===== src/rtl/font_glyph_serializer.sv =====
// Font ROM read port plus pixel serializer: fetches one glyph row per request
// and streams its pixels MSB-first with column index and end-of-row flag.
module font_glyph_serializer #(
    parameter int CHAR_W  = 7,
    parameter int ROW_W   = 4,
    parameter int ADDR_W  = 11,
    parameter int GLYPH_W = 8
) (
    input  logic                  clka,
    input  logic                  rsta,
    input  logic                  req_valid,
    output logic                  req_ready,
    input  logic [CHAR_W-1:0]     req_char,
    input  logic [ROW_W-1:0]      req_row,
    input  logic                  req_inv,
    output logic [ADDR_W-1:0]     rom_addr,
    input  logic [GLYPH_W-1:0]    rom_data,
    output logic                  pix_valid,
    input  logic                  pix_ready,
    output logic                  pix_data,
    output logic [2:0]            pix_col,
    output logic                  pix_last
);

    localparam logic [2:0] COL_MAX = 3'(GLYPH_W - 1);

    typedef enum logic [1:0] {
        ST_IDLE = 2'd0,
        ST_ADDR = 2'd1,
        ST_WAIT = 2'd2
    } state_e;

    state_e               state_q, state_d;
    logic [ADDR_W-1:0]    addr_q, addr_d;
    logic                 inv_q, inv_d;
    logic [GLYPH_W-1:0]   hold_q, hold_d;
    logic                 hold_full_q, hold_full_d;
    logic [GLYPH_W-1:0]   shift_q, shift_d;
    logic [2:0]           col_q, col_d;
    logic                 valid_q, valid_d;
    logic                 last_q, last_d;

    logic                 req_fire_s;
    logic                 pix_fire_s;
    logic                 capture_s;
    logic                 load_s;

    // A new fetch may start only once the previous byte has left the holding buffer.
    assign req_ready  = (state_q == ST_IDLE) && !hold_full_q && !rsta;
    assign req_fire_s = req_valid && req_ready;
    assign pix_fire_s = valid_q && pix_ready;

    assign rom_addr  = addr_q;
    assign pix_valid = valid_q;
    assign pix_data  = shift_q[GLYPH_W-1];
    assign pix_col   = col_q;
    assign pix_last  = last_q;

    // Fetch FSM: address issue, one ROM latency cycle, then capture into hold.
    always_comb begin
        state_d   = state_q;
        addr_d    = addr_q;
        inv_d     = inv_q;
        capture_s = 1'b0;
        case (state_q)
            ST_IDLE: begin
                if (req_fire_s) begin
                    addr_d  = {req_char, req_row};
                    inv_d   = req_inv;
                    state_d = ST_ADDR;
                end else begin
                    state_d = ST_IDLE;
                end
            end
            ST_ADDR: state_d = ST_WAIT;
            ST_WAIT: begin
                capture_s = 1'b1;
                state_d   = ST_IDLE;
            end
            default: state_d = ST_IDLE;
        endcase
    end

    // Shifter reloads on the very edge its last pixel leaves, keeping rows gapless.
    always_comb begin
        hold_d      = hold_q;
        hold_full_d = hold_full_q;
        shift_d     = shift_q;
        col_d       = col_q;
        valid_d     = valid_q;
        load_s      = hold_full_q && (!valid_q || (pix_fire_s && last_q));
        if (load_s) begin
            shift_d     = hold_q;
            col_d       = 3'd0;
            valid_d     = 1'b1;
            hold_full_d = 1'b0;
        end else if (pix_fire_s) begin
            shift_d = {shift_q[GLYPH_W-2:0], 1'b0};
            if (last_q) begin
                col_d   = 3'd0;
                valid_d = 1'b0;
            end else begin
                col_d = col_q + 3'd1;
            end
        end else begin
            shift_d = shift_q;
        end
        if (capture_s) begin
            hold_d      = rom_data ^ {GLYPH_W{inv_q}};
            hold_full_d = 1'b1;
        end else begin
            hold_d = hold_d;
        end
        last_d = valid_d && (col_d == COL_MAX);
    end

    // State and datapath registers with synchronous reset.
    always_ff @(posedge clka) begin
        if (rsta) begin
            state_q     <= ST_IDLE;
            addr_q      <= '0;
            inv_q       <= 1'b0;
            hold_q      <= '0;
            hold_full_q <= 1'b0;
            shift_q     <= '0;
            col_q       <= 3'd0;
            valid_q     <= 1'b0;
            last_q      <= 1'b0;
        end else begin
            state_q     <= state_d;
            addr_q      <= addr_d;
            inv_q       <= inv_d;
            hold_q      <= hold_d;
            hold_full_q <= hold_full_d;
            shift_q     <= shift_d;
            col_q       <= col_d;
            valid_q     <= valid_d;
            last_q      <= last_d;
        end
    end

endmodule


===== config.mk =====
export PLATFORM = sky130hd
export DESIGN_NAME = font_glyph_serializer
export DESIGN_NICKNAME = d
export VERILOG_FILES = /design/src/rtl/font_glyph_serializer.sv
export SDC_FILE = /design/constraint.sdc
export NUM_CORES = 1
export LEC_CHECK = 0
export CORE_MARGIN = 2
export CORE_UTILIZATION = 53
export CTS_BUF_LIST = sky130_fd_sc_hd__clkbuf_4
export DETAILED_ROUTE_END_ITERATION = 16
export GPL_TIMING_DRIVEN = 0
export PLACE_DENSITY = 0.84
export SYNTH_ARGS = -nofsm -noshare
export SYNTH_HDL_FRONTEND = slang
export SYNTH_SLANG_ARGS = --single-unit
export TNS_END_PERCENT = 10

===== constraint.sdc =====
create_clock -name clka -period 3.4 [get_ports clka]
set_input_delay 0.68 -clock clka [delete_from_list [all_inputs] [get_ports clka]]
set_output_delay 0.68 -clock clka [all_outputs]
set_load 0.005 [all_outputs]

# Word-level counts from Yosys, hierarchy flattened
# Cells that the tools add are included.
# classes
n_addsub	1
eq_ne	3
reduce_logical	15
n_mux	13
n_bitwise	1
# op_table
cell	count
8-bit two-way mux	2
3-bit two-way mux	3
8-bit bitwise XOR	1
1-bit logical AND	7
1-bit two-way mux	7
2-bit one-hot mux with 2 select lines	1
2-bit nonzero test	2
3-bit by 1-bit adder with 3-bit output (second input constant)	1
3-bit == test (second input constant)	1
1-bit logical NOT	3
2-bit by 1-bit == test with 1-bit output (second input constant)	1
2-bit == test (second input constant)	1
2-bit logical NOT	1
2-bit AND reduction	1
1-bit logical OR	1
# word_totals
reg_bits	36
input_bits	24

# Longest topological paths before layout
# logic_depth
ltp_word	7
depth_mapped	5
depth_no_buf	4

# Worst setup path before layout
# Ideal clock, no wire load.
# synth_timing
kind	input -> output
start	in rsta
end	out req_ready
slack_ns	1.460
t_arrival_ns	1.260
stages	3
required_time_ns	2.720
cell_sequence	buf_2 nor4_4 buf_2
# synth_between
elab_chain_len	2
# synth_rtl
item	line_no	source
from (decl)	10	input logic rsta,
1-bit logical NOT	49	assign req_ready = (state_q == ST_IDLE) && !hold_full_q && !rsta;
1-bit logical AND	49	
to (decl)	12	output logic req_ready,
# No other way between the ends.

# Worst setup path in the final report
# layout_timing
start	reg hold_full_q
end	out req_ready
# layout_between
elab_chain_len	3
# layout_rtl
item	line_no	source
from (decl)	37	logic hold_full_q, hold_full_d;
from (signal assigned)	134	hold_full_q <= hold_full_d;
1-bit logical NOT	49	
1-bit logical AND (2 in series)	49	
# No other way between the ends.

==> impl_metrics.toml <==
[outcome]
status = "finished, violations left"
violations = "DRC"

[die]
start_util_pct = 56.3
die_area_um2 = 3430
dieHeight_um = 58.6
std_cell_rows = 19
ios = 42
core_um2 = 2810
die_w_um = 58.6

[yosys]
ys_warn_count = 0
netlist_top_cells_count = "dfxtp_1 (36), nand3_1 (14), nand2_1 (13)"
synthArstFlopShare_pct = 0
netlist_area_um2 = 1580
synth.area.top_cells = "dfxtp_1 (46%), nand3_1 (4.4%), o311a_1 (4.4%), xnor2_1 (4.4%), a211oi_1 (4.3%)"
synth_top_area_share_pct = 45.6
syn_nets = 191
synth_most_common_cell = "dfxtp_1"
synthFlopType = "dfxtp_1"
synth_top_area_cell = "dfxtp_1"
synth_seq_cells = 36
synth_enable_flop_cells = 0
yosysUniqueCellTypes = 36
synth_cells = 166
syn_area_per_cell_um2 = 9.51
yosysSeqAreaShare_pct = 45.6

[timing]
tns_ns = 0
timing.slew.headroom_pct = 67.8
worst_slack_ns = 0.735
setup_viol = 0
period_needed_ns = 2.66
min_period_over_period_pct = 78.4
fmax_ghz = 0.375
finClkSkew_ns = 0.00898
tightest_slew_ns = 0.483
final_max_slew_viol_count = 0
hold_viol_final = 0
grt_setup_unrepaired = "false"

[final_layout]
filler_cell_count = 212
area_growth_pct = 32.6
drive_gt1_share_pct = 11.7
multi_input_area_um2 = 753
fin_nets = 238
seqCellArea_um2 = 721
fin_util_pct = 74.6
num_antenna_cells = 0

[detailed_routing]
wirelength_mm = 3.76
routed_via_density = 5.87
drc = 1
drtAntennaViolNets = 0
dr.pass1.iters = 10
drt_iter0_drc = 71
vias = 1438
avgRoutedWirePerCell_um = 15.3

[cts]
post_cts_resized = 0
hold_buffers = 0
cts_made_buffers = 5
cts_setup_buffers = 0
insertion_delay_ns = 0.33
worst_setup_hold_path_clk_slew_ns = 0.11
cts_tree = "done"
clockBufferDepth = 2
cts-htree-levels = 2
clock-sinks = 36
cts_root_buffer = "clkbuf_4"

[global_routing]
antenna_found_initial = 0
grt_pass1_wl_mm = 6.11
grt_use_total_pct = 23.1
grt.overflow.total = 0
grt_pass1_vias = 1415
grt_start_max_net_pins = 12

[setup_path]
critPathSlowestCell = "clkdlybuf4s50_1"
end_kind = "primary output"
cp.arrival_ns = 1.98
cp_slowest_stage_delay_ns = 0.55
crit_chain = "nor4_4 > buf_2 > clkdlybuf4s50_1"
cp_max_fo = 10
startpoint_type = "flip-flop"
critPathRequiredTime_ns = 2.72
critPathKind = "flip-flop to primary output"

[power_and_ir_drop]
p_sw_share_pct = 23.7
ir_drop_v = 0.000478
net-switching-power_w = 0.000207
p_int_w = 0.000667
pwr-share-seq_pct = 52.1
p_clk_share_pct = 32.8
power_density_nw_per_um2 = 418
power.leakage_nw = 0.778
total_power_w = 0.000874
comb_power_share_pct = 15.1

[placed_design]
dp.final_hpwl_mm = 2.71
dp_slack_ns = 0.806
port_buffers = 40
gp_congestion = 0.805

[flow_run]
drv_cap = 0

[hold_path]
hp-class = "flip-flop to flip-flop"
==> critical path: cells and delay by family (launching register included) <==
| family | cells | cell delay (ns) |
|---|---|---|
| buffers and inverters | 2 | 0.84 |
| DFF | 1 | 0.41 |
| and+or+nand+nor | 1 | 0.41 |
==> sequential cells by signal (all words and copies together), names as in the netlist <==
| signal | cells |
|---|---|
| shift_q | 8 |
| inv_q | 1 |
| pix_col | 3 |
| pix_last | 1 |
| rom_addr | 11 |
| state_q | 2 |
| pix_valid | 1 |
| hold_full_q | 1 |
| hold_q | 8 |
==> power by group through the flow <==
| stage | registers, W | clock network (W) | logic (W) |
|---|---|---|---|
| floorplan | 0.000463 | 0 | 0.0000641 |
| global placement | 0.000463 | 0 | 0.000126 |
| detailed placement | 0.000464 | 0 | 0.000130 |
| CTS | 0.000455 | 0.000290 | 0.000132 |
| global route | 0.000458 | 0.000314 | 0.000142 |
| finish | 0.000455 | 0.000287 | 0.000132 |
==> layout make-up <==
| cell class | instances | share of cell area [%] |
|---|---|---|
| clock inverters | 3 | 1.79 |
| well taps | 31 | 1.85 |
| multi-input cells | 112 | 36.0 |
| clock buffers | 5 | 1.79 |
| inverters | 3 | 0.538 |
| repair buffers | 40 | 19.1 |
| flip-flops and latches | 36 | 34.4 |
| plain buffers | 15 | 4.48 |
==> worst paths after layout <==
path | cells past startpoint | endpoint | from | slack, ns
setup / recovery | 3 | req_ready | hold_full_q | 0.74
hold / removal | 2 | rom_addr[9] | rom_addr[9] | 0.46
setup reg to reg | 4 | rom_addr[9] | hold_full_q | 1.99
hold reg to reg | 2 | rom_addr[9] | rom_addr[9] | 0.46
==> per-stage QoR <==
| step | cells | hold WS, ns | cell area, µm² |
|---|---|---|---|
| detailed placement | 237 | 0.448 | 2020 |
| finish | 245 | 0.463 | 2090 |
| global placement | 237 | 0.437 | 2020 |
| global route | 245 | 0.486 | 2090 |
| floorplan | 166 | 0.445 | 1580 |
| CTS | 245 | 0.462 | 2090 |
==> cells in the final DEF, fill, tap and decap left out, drive strengths merged, types with 8 or more instances in the layout <==
| cell type | n |
|---|---|
| clkdlybuf4s50 | 40 |
| dfxtp | 36 |
| nand3 | 15 |
| nand2 | 14 |
| o21ai | 12 |
| buf | 11 |
| nor2 | 10 |
| a211oi | 9 |
| clkbuf | 9 |
| xnor2 | 8 |
==> cell families (layout without fill, tap and decap cells) <==
family,count (synthesis),count (layout),share of synthesized area (%)
AO/OA/AOI/OAI,45,45,21.9
XOR/XNOR,9,9,4.99
adder cells (fa/ha/maj),1,1,0.792
buffers and inverters,18,66,6.66
flip-flops,36,36,45.6
multiplexers,1,1,0.634
AND/OR/NAND/NOR,56,56,19.4
==> layer usage <==
layer / wire length, µm / vias up / share of wire, % / track usage [%]
li1: - / 704 / - / -
met1: 1650 / 685 / 44 / 28.6
met2: 1910 / 47 / 51 / 39.3
met3: 193 / 2 / 5.1 / 7.69
met4: 10 / 0 / 0.27 / 5.19
met5: 0 / - / 0 / 0
Power figures use the tool's default switching activity.
